==> src/rtl/spi_target_pkg.sv <==
// spi_target_pkg: shared FSM state encoding and synchronizer depth for the SPI target.
package spi_target_pkg;

    typedef enum logic [1:0] {
        IDLE,
        LOAD,
        SHIFT
    } state_t;

    localparam int SYNC_DEPTH = 2;

endpackage

==> src/rtl/spi_sync_edge.sv <==
// spi_sync_edge: multi-flop synchronizer for one asynchronous pin with rise/fall pulses.
//   clk, n_rst : system clock, asynchronous active-low reset
//   d          : asynchronous input pin
//   q          : synchronized level
//   rise, fall : one-cycle pulses when q changes 0->1 / 1->0
module spi_sync_edge
    import spi_target_pkg::*;
#(
    parameter logic RST_VAL = 1'b0
) (
    input  logic clk,
    input  logic n_rst,
    input  logic d,
    output logic q,
    output logic rise,
    output logic fall
);

    logic [SYNC_DEPTH-1:0] sync;
    logic                  prev;

    always_ff @(posedge clk or negedge n_rst) begin
        if (!n_rst) begin
            sync <= {SYNC_DEPTH{RST_VAL}};
            prev <= RST_VAL;
        end else begin
            sync <= {sync[SYNC_DEPTH-2:0], d};
            prev <= sync[SYNC_DEPTH-1];
        end
    end

    always_comb begin
        q    = sync[SYNC_DEPTH-1];
        rise = q & ~prev;
        fall = ~q & prev;
    end

endmodule

==> src/rtl/spi_target.sv <==
// spi_target: oversampled SPI target shifting DATA_W-bit words with a one-entry transmit holding register.
//   clk, n_rst         : system clock, asynchronous active-low reset
//   sclk, cs_n, mosi   : SPI pins from the controller (asynchronous)
//   miso, miso_oe      : serial data out and its output enable
//   tx_data/valid/ready: holding-register write handshake
//   rx_data, rx_valid  : last received word and its one-cycle update pulse
//   underrun           : one-cycle pulse when a word load found the holding register empty
module spi_target
    import spi_target_pkg::*;
#(
    parameter int DATA_W    = 8,
    parameter int CPOL      = 0,
    parameter int CPHA      = 0,
    parameter int MSB_FIRST = 1
) (
    input  logic              clk,
    input  logic              n_rst,
    input  logic              sclk,
    input  logic              cs_n,
    input  logic              mosi,
    output logic              miso,
    output logic              miso_oe,
    input  logic [DATA_W-1:0] tx_data,
    input  logic              tx_valid,
    output logic              tx_ready,
    output logic [DATA_W-1:0] rx_data,
    output logic              rx_valid,
    output logic              underrun
);

    localparam int            CW        = $clog2(DATA_W + 1);
    localparam logic [CW-1:0] LAST      = CW'(DATA_W - 1);
    localparam logic [CW-1:0] FULL      = CW'(DATA_W);
    localparam logic          IDLE_LVL  = (CPOL != 0);
    localparam logic          LATE_LOAD = (CPHA != 0);

    state_t                state, state_nx;
    logic                  sclk_q, sclk_rise, sclk_fall;
    logic                  cs_q, cs_rise, cs_fall;
    logic [SYNC_DEPTH-1:0] mosi_sync;
    logic                  mosi_s;
    logic [CW-1:0]         cnt;
    logic [DATA_W-1:0]     tx_sr, tx_adv, rx_sr, rx_next, hold_data;
    logic                  hold_full;
    logic                  lead, trail, sample_e, shift_e;
    logic                  do_load, do_sample, do_shift, word_done;

    spi_sync_edge #(.RST_VAL(IDLE_LVL)) u_sclk (
        .clk  (clk),
        .n_rst(n_rst),
        .d    (sclk),
        .q    (sclk_q),
        .rise (sclk_rise),
        .fall (sclk_fall)
    );

    spi_sync_edge #(.RST_VAL(1'b1)) u_cs (
        .clk  (clk),
        .n_rst(n_rst),
        .d    (cs_n),
        .q    (cs_q),
        .rise (cs_rise),
        .fall (cs_fall)
    );

    // An edge that moves sclk away from its idle level is the leading edge.
    always_comb begin
        mosi_s   = mosi_sync[SYNC_DEPTH-1];
        lead     = (sclk_rise | sclk_fall) & (sclk_q != IDLE_LVL);
        trail    = (sclk_rise | sclk_fall) & (sclk_q == IDLE_LVL);
        sample_e = LATE_LOAD ? trail : lead;
        shift_e  = LATE_LOAD ? lead : trail;
        rx_next  = (MSB_FIRST != 0) ? {rx_sr[DATA_W-2:0], mosi_s} : {mosi_s, rx_sr[DATA_W-1:1]};
        tx_adv   = (MSB_FIRST != 0) ? {tx_sr[DATA_W-2:0], 1'b0} : {1'b0, tx_sr[DATA_W-1:1]};
    end

    always_ff @(posedge clk or negedge n_rst) begin
        if (!n_rst) state <= IDLE;
        else        state <= state_nx;
    end

    always_comb begin
        state_nx = state;
        case (state)
            IDLE:    state_nx = cs_fall ? LOAD : IDLE;
            LOAD:    state_nx = cs_rise ? IDLE : SHIFT;
            SHIFT:   state_nx = cs_rise ? IDLE : (word_done & ~LATE_LOAD) ? LOAD : SHIFT;
            default: state_nx = IDLE;
        endcase
    end

    // A shift edge with the counter at 0 follows a fresh load and must not
    // advance past the first bit; with CPHA=1 a full counter on the shift
    // edge reloads instead, so that edge presents the next word's first bit.
    always_comb begin
        do_load   = ~cs_rise & ((state == LOAD) | ((state == SHIFT) & LATE_LOAD & shift_e & (cnt == FULL)));
        do_sample = ~cs_rise & (state == SHIFT) & sample_e;
        do_shift  = ~cs_rise & (state == SHIFT) & shift_e & (cnt != '0) & (cnt != FULL);
        word_done = do_sample & (cnt == LAST);
        miso      = (state == IDLE) ? 1'b0 : (MSB_FIRST != 0) ? tx_sr[DATA_W-1] : tx_sr[0];
        miso_oe   = ~cs_q;
        tx_ready  = ~hold_full;
    end

    always_ff @(posedge clk or negedge n_rst) begin
        if (!n_rst) begin
            mosi_sync <= '0;
            cnt       <= '0;
            tx_sr     <= '0;
            rx_sr     <= '0;
            rx_data   <= '0;
            rx_valid  <= 1'b0;
            underrun  <= 1'b0;
            hold_data <= '0;
            hold_full <= 1'b0;
        end else begin
            mosi_sync <= {mosi_sync[SYNC_DEPTH-2:0], mosi};
            cnt       <= ((state == IDLE) | cs_rise | do_load) ? '0 : do_sample ? cnt + 1'b1 : cnt;
            tx_sr     <= do_load ? (hold_full ? hold_data : '0) : do_shift ? tx_adv : tx_sr;
            rx_sr     <= do_sample ? rx_next : rx_sr;
            rx_data   <= word_done ? rx_next : rx_data;
            rx_valid  <= word_done;
            underrun  <= do_load & ~hold_full;
            // A write landing in the same cycle as an empty load stays held for the next load.
            hold_full <= (do_load & hold_full) ? 1'b0 : (tx_valid & ~hold_full) ? 1'b1 : hold_full;
            hold_data <= (tx_valid & ~hold_full) ? tx_data : hold_data;
        end
    end

endmodule

==> config.mk <==
export PLATFORM = sky130hd
export DESIGN_NAME = spi_target
export DESIGN_NICKNAME = d
export VERILOG_FILES = /design/src/rtl/spi_target_pkg.sv /design/src/rtl/spi_sync_edge.sv /design/src/rtl/spi_target.sv
export SDC_FILE = /design/constraint.sdc
export NUM_CORES = 1
export LEC_CHECK = 0
export BUFFER_PORTS_ARGS = -buffer_cell sky130_fd_sc_hd__buf_2
export CAP_MARGIN = 20
export CELL_PAD_IN_SITES_DETAIL_PLACEMENT = 1
export CELL_PAD_IN_SITES_GLOBAL_PLACEMENT = 2
export CORE_MARGIN = 4
export CORE_UTILIZATION = 41
export DETAILED_ROUTE_END_ITERATION = 8
export PLACE_DENSITY_LB_ADDON = 0.1
export REMOVE_ABC_BUFFERS = 1
export SLEW_MARGIN = 0
export SYNTH_ARGS = -nofsm -noshare
export SYNTH_HDL_FRONTEND = slang
export SYNTH_HIERARCHICAL = 1
export SYNTH_SLANG_ARGS = --single-unit
==> constraint.sdc <==
create_clock -name clk -period 5.6 [get_ports clk]
set_input_delay 1.4 -clock clk [delete_from_list [all_inputs] [get_ports clk]]
set_output_delay 1.4 -clock clk [all_outputs]
set_load 0.01 [all_outputs]
==> metrics.md, run 1 <==
| Metric | Value |
|---|---|
| WP data arrival | `about 1200 ps` |
| Via/cell ratio | `approximately 5` |
| Total power | `802 uW` |
| Fin. Hold Viols | `0` |
| Grt total ovfl | `0` |
| Worst-path cell chain | `nor2_1 > nor2b_1 > buf_2` |
| Synthesis-to-layout area growth | `13.9%` |
| TNS Setup | `0 ps` |
| Seq cells post-synth | `48` |
| Slew Limit Fails | `0` |
| Largest net degree at the start of global routing | `a little under 50` |
| Num Clock Sinks | `48` |
| Synth warn | `6` |
| CP peak stage delay | `500 ps` |
| DP Area | `roughly 0.0022 mm^2` |
| Crit path required time | `roughly 4200 ps` |
| Post-Route Skew | `between 2 and 3 ps` |
| Cell variety after synth | `33` |
| Setup crit start kind | `register` |
| Hold wc startpoint | `u_sclk/sync[0]$_DFF_PN0_` |
| Relative slew slack | `44.3%` |
| DRC | `0` |
| CTS Buffer Depth | `2` |
| Crit share post-route | `46.4%` |
| CP Launch Point | `state[1]$_DFF_PN0_` |
| Commonest non-fill, non-tap cell in the layout | `dfrtp_1` |
| RSZ-0062 raised after global routing | `false` |
| Final setup fails | `0` |
| Pleak | `1.06 nW` |
| Fin crit period | `2600 ps` |
| CP max FO | `8` |
| Routed via count | `roughly 1200` |
| Root buf cell | `clkbuf_8` |
| RR Startpoint | `u_cs/prev$_DFF_PN1_` |
| Fmax | `385 MHz` |
| Cell count after synthesis | `152` |
| Post-CTS setup repair buffer count | `0` |
| Seq/Total Area, Yosys | `between 60% and 70%` |
| Post-synth top area cell | `dfrtp_1` |
| Most frequent cells in the layout | `dfrtp_1, buf_2, mux2_2, nand2_1` |
| Pwr/cell area | `approximately 350 mW/mm^2` |
| Final nets | `195` |
| Routed WL | `around 3800 um` |
| Starting Density | `around 42%` |
| Crit end category | `output pin` |
| GRT Total Usage | `14.0%` |
| CP Buf/Inv Count | `1` |
| Post-route cell area | `roughly 0.0023 mm^2` |
| Number of top-level pins | `27` |
| Syn Area/Cell | `roughly 13 um^2` |
| Crit Path Category | `reg -> out` |
| Core area | `around 0.0047 mm^2` |
| Pre-antenna DRT Iters | `4` |
| Layout cell share with drive strength beyond 1 | `approximately 38%` |
| Hold Buf Count CTS | `0` |
| Num CTS Buffers | `5` |
| CTS clk-pin slew, worst paths | `80 ps` |
| 1st-iter DRT viols | `83` |
| Top cells by area, synth | `dfrtp_1, mux2_2, dfstp_2` |
| First-pass GRT wire length | `6600 um` |
| Ant diodes | `0` |
| Maxcap violations | `0` |
| Initial antenna violation count | `0` |
| CTS tree | `built` |
| Peak supply drop | `between 100 and 150 uV` |
| Actual slew at the worst max-slew pin | `832 ps` |
| Count of input and output buffers | `26` |
| Die W | `a little under 80 um` |
| Clock latency on the worst-skew pair | `between 200 and 300 ps` |
| Num rows | `25` |
| Hold Path Class | `reg -> reg` |
| CP top delay family | `flip-flops` |
| H-tree levels | `2` |
| Wire per inst | `between 15 and 20 um` |
| Hpwl dp | `roughly 2700 um` |
| Final ANT Viol Nets | `0` |
| Post-cts resize count | `0` |
| Synth Cell Area | `~0.002 mm^2` |
| Die boundary height | `roughly 78 um` |
| Gpl congestion | `0.742` |
| Die Area | `around 0.0060 mm^2` |
| Vias in the first global route | `between 1000 and 1500` |
| Share of the synthesized area in the top cell type | `between 50% and 60%` |
| Slowest CP cell | `dfrtp_1` |
| Outcome | `finished clean` |
## kinds of logic after synthesis
group,Yosys count,share of synthesized area (%)
buffers and inverters,11,2.51
and+or+nand+nor,50,16.5
DFF,48,60.5
muxes,24,13.5
adders and majority gates,2,1.26
AOI/OAI and AO/OA,17,5.72
## per-stage QoR
stage / worst slack (ps) / instances / util [%] / hold slack [ps]
final: 3000 / 246 / 48.0 / 356
after global routing: 2870 / 246 / 48.0 / 362
after CTS: 2980 / 245 / 47.6 / 359
after detailed placement: 3000 / 238 / 45.9 / 341
after global placement: 3050 / 238 / 45.9 / 334
after floorplan: 3240 / 145 / - / 331
## per-layer routing
metal  wire length [um]  vias up  share of wire [%]  global-route usage (%)
li1                   -      591                  -                       -
met1               1810      623                 48                    18.6
met2               1770       18                 47                    21.8
met3                140        5                3.7                    3.94
met4                 38        0                1.0                    5.34
met5                  0        -                  0                       0
## registers in the layout, summed over array words and instances, names as in the netlist
register and count:
hold_data 8, rx_data 8, tx_sr 8, rx_sr 7, cnt 4, mosi_sync 2, state 2, u_cs/sync 2
u_sclk/sync 2, hold_full 1, rx_valid 1, u_cs/prev 1, u_sclk/prev 1, underrun 1
## final timing paths
path	slack, ps	depth (start not counted)	end
max	3000	3	miso
min	360	0	u_sclk/sync[1]$_DFF_PN0_
max reg2reg	3480	4	rx_data[6]$_DFFE_PN0P_
min reg2reg	360	0	u_sclk/sync[1]$_DFF_PN0_
max in group asynchronous	4180	2	u_cs/sync[1]$_DFF_PN1_
min in group asynchronous	920	1	rx_data[4]$_DFFE_PN0P_
## cells in the mapped netlist
cell       number
dfrtp_1        45
mux2_2         23
nand2_1        16
nand4_1         7
o211ai_1        7
clkbuf_1        4
inv_1           4
nand3_1         4
nor2b_1         4
a21oi_1         3
dfstp_2         3
nor2_1          3
a21o_1          2
and2b_2         2
and4bb_2        2
buf_4           2
ha_1            2
nand3b_1        2
o21ai_0         2
o31ai_1         2
and3_1          1
buf_2           1
mux2i_1         1
nand2_2         1
nand2b_1        1
nand4bb_4       1
nor3_2          1
nor4b_4         1
o22ai_1         1
or2_2           1
or2b_1          1
or3b_1          1
or4_1           1
## area by class of cell
cell class | instances | area, um^2
fill | 491 | 2460
sequential | 48 | 1200
multi-input combinational | 93 | 736
timing repair buffer | 27 | 150
tap | 67 | 83.8
clock buffer | 6 | 72.6
inverter | 4 | 15.0
clock inverter | 1 | 5.00
## power by group
part	internal, mW	total (mW)	switching, mW
combinational	0.0777	0.139	0.0613
clock	0.0849	0.188	0.103
sequential	0.422	0.475	0.0528
Power figures use the tool's default switching activity.
==> run 2: changes to the inputs <==
Settings changed: CORE_UTILIZATION 41 to 38.
Clock period 5.6 ns to 2.54 ns, I/O delays scaled along.
==> metrics.md, run 2 (same netlist as run 1, synthesis figures left out) <==
| Metric | Value |
|---|---|
| Worst-path cell chain | `nor2b_1 > nand4bb_4 > nor3_2 > mux2_2` |
| Final setup fails | `0` |
| Routed WL | `approximately 4000 um` |
| Fin util | `about 45%` |
| Setup crit start kind | `register` |
| RSZ-0062 raised after global routing | `false` |
| Commonest non-fill, non-tap cell in the layout | `dfrtp_1` |
| CP peak stage delay | `around 720 ps` |
| Count of input and output buffers | `26` |
| Gpl congestion | `0.712` |
| Hold Buf Count CTS | `0` |
| CP top delay family | `simple AND/OR/NAND/NOR gates` |
| First-pass GRT wire length | `7070 um` |
| Initial antenna violation count | `0` |
| Starting Density | `approximately 39%` |
| CP max FO | `11` |
| Synthesis-to-layout area growth | `15.1%` |
| Die boundary height | `80.4 um` |
| Post-cts resize count | `0` |
| Worst hold slack | `357 ps` |
| Crit end category | `register` |
| Post-route insts no fill | `~250` |
| Final ANT Viol Nets | `0` |
| H-tree levels | `2` |
| Crit share post-route | `between 80% and 90%` |
| TNS Setup | `0 ps` |
| Pleak | `between 1 and 1.5 nW` |
| Fin crit period | `2140 ps` |
| Via/cell ratio | `~5` |
| Hpwl dp | `2900 um` |
| Slew Limit Fails | `0` |
| Fmax | `about 470 MHz` |
| Hold Path Class | `reg -> reg` |
| Placed cell count | `approximately 240` |
| Peak supply drop | `between 300 and 400 uV` |
| Regs by FF count | `hold_data x8, rx_data x8, tx_sr x8` |
| Post-CTS setup repair buffer count | `0` |
| CTS tree | `built` |
| Pre-antenna DRT Iters | `4` |
| Die Area | `between 0.006 and 0.007 mm^2` |
| CTS Buffer Depth | `2` |
| Vias in the first global route | `approximately 1400` |
| Num rows | `26` |
| DRC | `0` |
| Wire per inst | `between 15 and 20 um` |
| CTS clk-pin slew, worst paths | `around 90 ps` |
| Crit Path Category | `reg -> reg` |
| Num CTS Buffers | `5` |
| Post-Route Skew | `7.81 ps` |
| Number of top-level pins | `27` |
| Relative slew slack | `~43%` |
| Total power | `1.85 mW` |
| GRT Total Usage | `roughly 14%` |
| Largest net degree at the start of global routing | `34` |
| Most frequent cells in the layout | `dfrtp_1, buf_2, mux2_2, nand2_1` |
| Maxcap violations | `0` |
| Root buf cell | `clkbuf_8` |
| Outcome | `finished clean` |
| Crit path required time | `around 2700 ps` |
| Flop2flop setup slack | `between 400 and 500 ps` |
| Clock latency on the worst-skew pair | `around 300 ps` |
| Actual slew at the worst max-slew pin | `roughly 860 ps` |
| Num Clock Sinks | `48` |
| Routed via count | `about 1300` |
| Core area | `0.00511 mm^2` |
| Layout cell share with drive strength beyond 1 | `39.6%` |
| 1st-iter DRT viols | `64` |
| Grt total ovfl | `0` |
| Pwr/cell area | `805 mW/mm^2` |
| WP data arrival | `around 2300 ps` |
| Die W | `approximately 80 um` |
| Slowest CP cell | `nor3_2` |
| Fin. Hold Viols | `0` |
| Ant diodes | `0` |
| Final nets | `just under 200` |
| CP Buf/Inv Count | `0` |
==> run 2: cell count changes in the layout (fill, tap and decap cells not counted) <==
cell / change
buf_12: -1
clkbuf_8: +1
inv_6: +1
clkbuf_1: -1
buf_4: +3
==> run 2: report_power, final <==
group	internal [mW]	switching (mW)
registers	0.931	0.118
clock network	0.223	0.260
logic	0.175	0.138
total	1.33	0.517
==> run 2: routing by layer <==
| layer | track usage [%] | wire [um] |
|---|---|---|
| met5 | 0 | 0 |
| met3 | 3.25 | 155 |
| met2 | 21.8 | 1860 |
| met4 | 4.56 | 34 |
| met1 | 20.1 | 1930 |
==> run 2: final timing paths <==
| path | endpoint | start | depth (start not counted) |
|---|---|---|---|
| hold reg to reg | mosi_sync[1]$_DFF_PN0_ | mosi_sync[0]$_DFF_PN0_ | 0 |
| setup / recovery | rx_data[5]$_DFFE_PN0P_ | u_cs/prev$_DFF_PN1_ | 4 |
| hold / removal | mosi_sync[1]$_DFF_PN0_ | mosi_sync[0]$_DFF_PN0_ | 0 |
| min in group asynchronous | rx_data[7]$_DFFE_PN0P_ | n_rst | 1 |
| max in group asynchronous | hold_data[7]$_DFFE_PN0P_ | n_rst | 2 |
| setup reg to reg | rx_data[5]$_DFFE_PN0P_ | u_cs/prev$_DFF_PN1_ | 4 |
==> run 2: layout make-up <==
type	instances	area (um^2)
inverters	4	15.0
well taps	70	87.6
clock buffers	6	82.6
repair buffers	29	153
multi-input cells	93	736
flip-flops and latches	48	1200
fillers	558	2820
clock inverters	2	13.8
==> run 2: stage by stage <==
| step | setup WS [ps] | instance area (um^2) |
|---|---|---|
| 2_1_floorplan | 704 | 1960 |
| 3_3_place_gp | 440 | 2200 |
| 3_5_place_dp | 349 | 2200 |
| 4_1_cts | 345 | 2290 |
| 5_1_grt | 237 | 2290 |
| 6_report | 403 | 2290 |
